$ cat src/rtl/sigdel_pkg.sv
// Shared types and constants for the first-order sigma-delta DAC.
// Imported by the modulator core and the sample-pacing top level.
package sigdel_pkg;

  typedef enum logic [0:0] {
    IDLE = 1'b0,
    RUN  = 1'b1
  } sigdel_state_t;

  localparam int UNDERRUN_W = 16;

  // Offset-binary zero point for a sample of the given width.
  function automatic logic [31:0] midscale(input int unsigned bitlen);
    midscale = 32'd1 << (bitlen - 32'd1);
  endfunction

endpackage

$ cat src/rtl/sigdel_mod1.sv
// First-order sigma-delta modulator: the carry-out of the phase accumulator
// becomes the registered pulse-density bit.
module sigdel_mod1 #(
  parameter int BITLEN = 16
) (
  input  logic              clk,
  input  logic              rst,
  input  logic [BITLEN-1:0] hold,
  output logic              dac_out
);

  logic [BITLEN-1:0] acc_q;
  logic [BITLEN-1:0] acc_d;
  logic              dac_q;
  logic              dac_d;
  logic [BITLEN:0]   sum_s;

  // Accumulate the held sample; overflow is the output pulse.
  always_comb begin
    sum_s = {1'b0, acc_q} + {1'b0, hold};
    acc_d = sum_s[BITLEN-1:0];
    dac_d = sum_s[BITLEN];
  end

  // Accumulator and output bit registers.
  always_ff @(posedge clk) begin
    if (rst) begin
      acc_q <= '0;
      dac_q <= 1'b0;
    end else begin
      acc_q <= acc_d;
      dac_q <= dac_d;
    end
  end

  assign dac_out = dac_q;

endmodule

$ cat src/rtl/sigdel_dac.sv
// Sigma-delta DAC top: paces sample intake to one per OSR clocks, holds the
// last sample on underrun and counts missed slots.
module sigdel_dac
  import sigdel_pkg::*;
#(
  parameter int BITLEN = 16,
  parameter int OSR    = 64
) (
  input  logic                  clk,
  input  logic                  rst,
  input  logic [BITLEN-1:0]     sample_in,
  input  logic                  sample_valid,
  output logic                  sample_ready,
  output logic                  dac_out,
  output logic [UNDERRUN_W-1:0] underrun_cnt
);

  localparam int                PW         = (OSR > 1) ? $clog2(OSR) : 1;
  localparam logic [PW-1:0]     PHASE_LAST = PW'(OSR - 1);
  localparam logic [PW-1:0]     PHASE_ONE  = PW'(1);
  localparam logic [BITLEN-1:0] MID        = BITLEN'(midscale(BITLEN));
  localparam logic [UNDERRUN_W-1:0] UND_ONE = UNDERRUN_W'(1);
  localparam logic [UNDERRUN_W-1:0] UND_MAX = {UNDERRUN_W{1'b1}};

  sigdel_state_t         state_q, state_d;
  logic [PW-1:0]         phase_q, phase_d;
  logic [BITLEN-1:0]     hold_q, hold_d;
  logic [UNDERRUN_W-1:0] underrun_q, underrun_d;
  logic                  ready_q, ready_d;

  // Sample pacing FSM, hold register update and underrun accounting.
  always_comb begin
    state_d    = state_q;
    phase_d    = phase_q;
    hold_d     = hold_q;
    underrun_d = underrun_q;
    case (state_q)
      IDLE: begin
        if (sample_valid && ready_q) begin
          hold_d  = sample_in;
          phase_d = '0;
          state_d = RUN;
        end else begin
          phase_d = '0;
        end
      end
      RUN: begin
        if (phase_q == PHASE_LAST) begin
          phase_d = '0;
          if (sample_valid) begin
            hold_d = sample_in;
          end else if (underrun_q != UND_MAX) begin
            underrun_d = underrun_q + UND_ONE;
          end else begin
            underrun_d = underrun_q;
          end
        end else begin
          phase_d = phase_q + PHASE_ONE;
        end
      end
      default: begin
        state_d = IDLE;
        phase_d = '0;
      end
    endcase
    // Ready is precomputed from next state so the port comes straight off a flop.
    ready_d = (state_d == IDLE) || (phase_d == PHASE_LAST);
  end

  // Control and data registers.
  always_ff @(posedge clk) begin
    if (rst) begin
      state_q    <= IDLE;
      phase_q    <= '0;
      hold_q     <= MID;
      underrun_q <= '0;
      ready_q    <= 1'b1;
    end else begin
      state_q    <= state_d;
      phase_q    <= phase_d;
      hold_q     <= hold_d;
      underrun_q <= underrun_d;
      ready_q    <= ready_d;
    end
  end

  sigdel_mod1 #(.BITLEN(BITLEN)) u_mod1 (
    .clk     (clk),
    .rst     (rst),
    .hold    (hold_q),
    .dac_out (dac_out)
  );

  assign sample_ready = ready_q;
  assign underrun_cnt = underrun_q;

endmodule

$ cat config.mk
export PLATFORM = sky130hd
export DESIGN_NAME = sigdel_dac
export DESIGN_NICKNAME = d
export VERILOG_FILES = /design/src/rtl/sigdel_pkg.sv /design/src/rtl/sigdel_mod1.sv /design/src/rtl/sigdel_dac.sv
export SDC_FILE = /design/constraint.sdc
export NUM_CORES = 1
export LEC_CHECK = 0
export CORE_ASPECT_RATIO = 2
export CORE_MARGIN = 2
export CORE_UTILIZATION = 42
export CTS_CLUSTER_SIZE = 25
export DETAILED_ROUTE_END_ITERATION = 7
export GPL_ROUTABILITY_DRIVEN = 0
export GPL_TIMING_DRIVEN = 0
export PLACE_DENSITY_LB_ADDON = 0.08
export SLEW_MARGIN = 40
export SYNTH_ARGS = -nofsm -noshare
export SYNTH_HDL_FRONTEND = slang
export SYNTH_SLANG_ARGS = --single-unit
$ cat constraint.sdc
create_clock -name clk -period 3.3 [get_ports clk]
set_input_delay 0.66 -clock clk [delete_from_list [all_inputs] [get_ports clk]]
set_output_delay 0.66 -clock clk [all_outputs]
set_load 0.01 [all_outputs]
; Word level (Yosys, flattened, before mapping)
; Index checks and enable logic that the tools add are counted.
[word_totals]
regBits = 57
input_bits = 19
wordCells = 31
[op_classes]
n_addsub = 3
n_eq_ne = 6
n_mux = 8
n_bitwise = 3
n_reduce_logical = 4
[op_table]
columns = operator, n
row1 = $mux 16, 3
row2 = $pmux 16 s2, 1
row3 = $add 16x16->17, 1
row4 = $add 16x1->16 const B, 1
row5 = $ne 16x16->1 const B, 1
row6 = $eq 6x6->1 const B, 2
row7 = $pmux 6 s2, 1
row8 = $add 6x1->6 const B, 1
row9 = $mux 6, 1
row10 = $ne 2x2->1 const B, 2
row11 = $reduce_and 4->1, 1
row12 = $not 1->1, 3
row13 = $reduce_and 3->1, 1
row14 = $mux 1, 2
row15 = $ne 2x1->1 const B, 1
row16 = $logic_and 1x1->1, 1
row17 = $logic_or 1x1->1, 1

; Logic depth before layout (Yosys ltp)
[logic_depth]
word_depth = 5
ltp_mapped = 9
mapped_depth_nobuf = 8

; Cells and area by module
; Synthesis repeated with hierarchy kept, for this count alone.
[unflattened]
cells_unflattened = 342
area_unflattened_um2 = 3161.8
[modules_own_cells]
columns = module, instances, cells_each, area_each_um2, seq_area_each_um2
row1 = sigdel_dac, 1, 214, 1960.6, 800.8
row2 = sigdel_mod1, 1, 128, 1201.2, 340.3

; Worst setup path before layout
; OpenSTA, ideal clock, no wires.
[synth_path]
kind = flip-flop to flip-flop
startpoint = register hold_q[0]
endpoint = register u_mod1.acc_q[14]
setup_ps = 114
t_arrival_ps = 1962
required_ps = 3186
path_slack_ps = 1224
path_stages_with_launch = 9
path_buffers = 0
period_less_slack_ps = 2076
cell_sequence = dfxtp_1 -> ha_1 -> fa_1 -> a21o_1 -> a221oi_2 -> a22oi_1 -> o41ai_2 -> xor2_1 -> nor2_1
[synth_via]
elab_chain_cells = 1
[synth_rtl]
columns = item, line
row1 = from (decl), sigdel_dac.sv:27  ; logic [BITLEN-1:0] hold_q, hold_d;
row2 = from (signal assigned), sigdel_dac.sv:81  ; hold_q <= hold_d;
row3 = $add 16x16->17, sigdel_mod1.sv:20  ; sum_s = {1'b0, acc_q} + {1'b0, hold};
row4 = to (signal assigned), sigdel_mod1.sv:28  ; acc_q <= '0;
row5 = to (signal assigned), sigdel_mod1.sv:31  ; acc_q <= acc_d;
row6 = to (decl), sigdel_mod1.sv:12  ; logic [BITLEN-1:0] acc_q;
; Every way passes these cells.
; A chain may end at the register's enable or synchronous reset.

; Final worst setup path
; Same ends and word-level chain as after synthesis.

==> flow_summary.json <==
{
  "die_h_um": 120,
  "grt_start_max_net_pins": 11,
  "cp.required_ps": 3510,
  "drtPass1Iterations": 4,
  "post-cts-setup-buffer-count": 0,
  "synth_edf_count": 0,
  "cts_max_level": 3,
  "synth-seq-cells": 57,
  "dpl-instance-area_sq_mm": 0.00330,
  "viasPerCell": 5.15,
  "grt_pass1_vias": 2376,
  "post-route-util_pct": 55.0,
  "synth_area_leaders": "dfxtp_1 40%, ha_1 7.9%, nor2_1 7.5%",
  "ys_seq_area_share_pct": 40.1,
  "cts_buffer_depth": 2,
  "synth-async-reset-ratio_pct": 0,
  "tns_ps": 0,
  "synthTopCellsByCount": "57 x dfxtp_1, 57 x nor2_1, 19 x xor2_1",
  "ctsResizeCount": 0,
  "fmax_mhz": 423,
  "synth_ff_type": "dfxtp_1",
  "synth_cells": 301,
  "drive_gt1_share_pct": 9.12,
  "min_path_type": "reg2reg",
  "path_class": "reg2reg",
  "cpMaxStageDelayCell": "fa_1",
  "syn_nets": 339,
  "status": "finished, final reports clean",
  "routed_wl_mm": 6.27,
  "crit_buf_inv": 0,
  "crit_arrival_ps": 2580,
  "wire_per_inst_um": 14.3,
  "fin_crit_sh_pct": 71.6,
  "n_antenna_cell": 0,
  "clkLatencyLatePin_ps": 330,
  "overflow": 0,
  "ys_warn_count": 0,
  "dp_hpwl_mm": 4.77,
  "via_count": 2262,
  "peakVddDrop_mv": 0.339,
  "final-hold-violation-count": 0,
  "fin_crit_ps": 2360,
  "setup_viol": 0,
  "place_inst": 424,
  "slowest_delay_ps": 420,
  "final_nets": 385,
  "place_ws_ps": 886,
  "grt_usage_pct": 18.3,
  "port_buffers": 35,
  "core_sq_mm": 0.00657,
  "clk_pin_slew_worst_paths_ps": 50,
  "antenna_found_initial": 0,
  "rows": 42,
  "setup_ws_ps": 936,
  "crit_chain": "ha_1 > fa_1 > a21o_1 > a221oi_2 > a22oi_1 > o41ai_2 > xor2_1 > nor2_1",
  "tightestPinTransition_ps": 539,
  "rsz0062_at_grt": "no",
  "synthesis.area_sq_mm": 0.00284,
  "start_util_pct": 43.3,
  "synth.avg_cell_area_sq_um": 9.45,
  "cts_tree": "built",
  "cts_hold_buffers": 0,
  "numCtsBuffers": 9,
  "synth_top_area_share_pct": 40.1,
  "die_area_sq_mm": 0.00749,
  "syn_to_final_growth_pct": 27.1,
  "final_cell_area_sq_mm": 0.00362,
  "max_cap_viol_count": 0,
  "grt_pass1_wl_mm": 10.7,
  "crit_fanout": 3,
  "slew_violations": 0,
  "route.detailed.drc": 0,
  "cts_sinks": 57,
  "p_per_area_mw_per_mm2": 532,
  "io_pins": 37,
  "leakage_nw": 1.51,
  "slew_headroom_pct": 64.0,
  "cp-start-kind": "flip-flop",
  "cts_root_buf": "clkbuf_16",
  "critical_path.top_delay_family": "compound AO/OA/AOI/OAI gates",
  "netlist-cell-type-count": 53,
  "instances_no_fill": 439,
  "fin_skew_ps": 8.21,
  "critPathCaptureType": "flip-flop",
  "synth_top_area_cell": "dfxtp_1",
  "ant_nets": 0,
  "dr.first_iter.drc_count": 57,
  "nFillCells": 617,
  "die_w_um": 62.2
}
-- worst paths after layout --
| path | cells past startpoint | to | slack (ps) | from |
|---|---|---|---|---|
| min reg2reg | 1 | phase_q[0] | 460 | phase_q[0] |
| min | 1 | phase_q[0] | 460 | phase_q[0] |
| max | 8 | u_mod1.acc_q[14] | 940 | hold_q[0] |
| max reg2reg | 8 | u_mod1.acc_q[14] | 940 | hold_q[0] |
-- report_power, final --
group / internal (W) / total, W / switching (W)
registers: 0.000728 / 0.000746 / 0.0000179
clock network: 0.000674 / 0.000968 / 0.000294
logic: 0.000101 / 0.000209 / 0.000107
-- flip-flops by register name, summed over array words and instances (netlist names) --
name	flops
underrun_cnt	16
phase_q	6
hold_q	16
u_mod1.dac_out	1
sample_ready	1
state_q	1
u_mod1.acc_q	16
-- cell usage in the layout (no fill, tap or decap), types with 2 or more instances in the layout --
cell	n
nor2_1	57
dfxtp_1	57
clkdlybuf4s50_1	35
xor2_1	19
ha_1	18
mux2i_1	16
a21oi_1	15
xnor2_1	11
nand2_1	9
clkbuf_16	9
a21o_1	8
o21ai_0	8
nand3_1	8
clkbuf_1	6
inv_1	6
nand4_1	6
a211oi_1	5
nor2b_1	5
o21a_1	4
clkbuf_8	3
and3_1	3
nor3_1	3
buf_4	2
nand4_2	2
and4_4	2
or3_1	2
bufinv_16	2
-- stage by stage --
stage	total power [W]	hold slack, ps
5_1_grt	0.00200	501
2_1_floorplan	0.000906	430
6_report	0.00192	461
4_1_cts	0.00195	467
3_5_place_dp	0.000968	456
3_3_place_gp	0.000965	456
-- routing by layer --
metal  part of all wire, %  global-route usage (%)
met1                    38                    16.9
met2                    57                    36.1
met3                   3.2                    4.65
met4                   2.3                    8.89
met5                     0                       0
-- final cells by class --
cell class	count	area (sq um)	area share [%]
multi-input cells	229	1620	44.7
flip-flops and latches	57	1140	31.6
repair buffers	35	350	9.69
clock buffers	12	246	6.82
well taps	88	110	3.04
clock inverters	3	65.1	1.80
plain buffers	9	62.6	1.73
inverters	6	22.5	0.623
-- cells by family (layout without fill, tap and decap cells) --
group | after synthesis | count (layout) | share of synthesized area, %
AOI/OAI and AO/OA | 57 | 57 | 14.2
xor gates and xnor gates | 30 | 30 | 9.24
adders and majority gates | 19 | 19 | 8.62
buffers and inverters | 15 | 65 | 2.99
DFF | 57 | 57 | 40.1
muxes | 16 | 16 | 5.63
and+or+nand+nor | 107 | 107 | 19.2
Power figures use the tool's default switching activity.
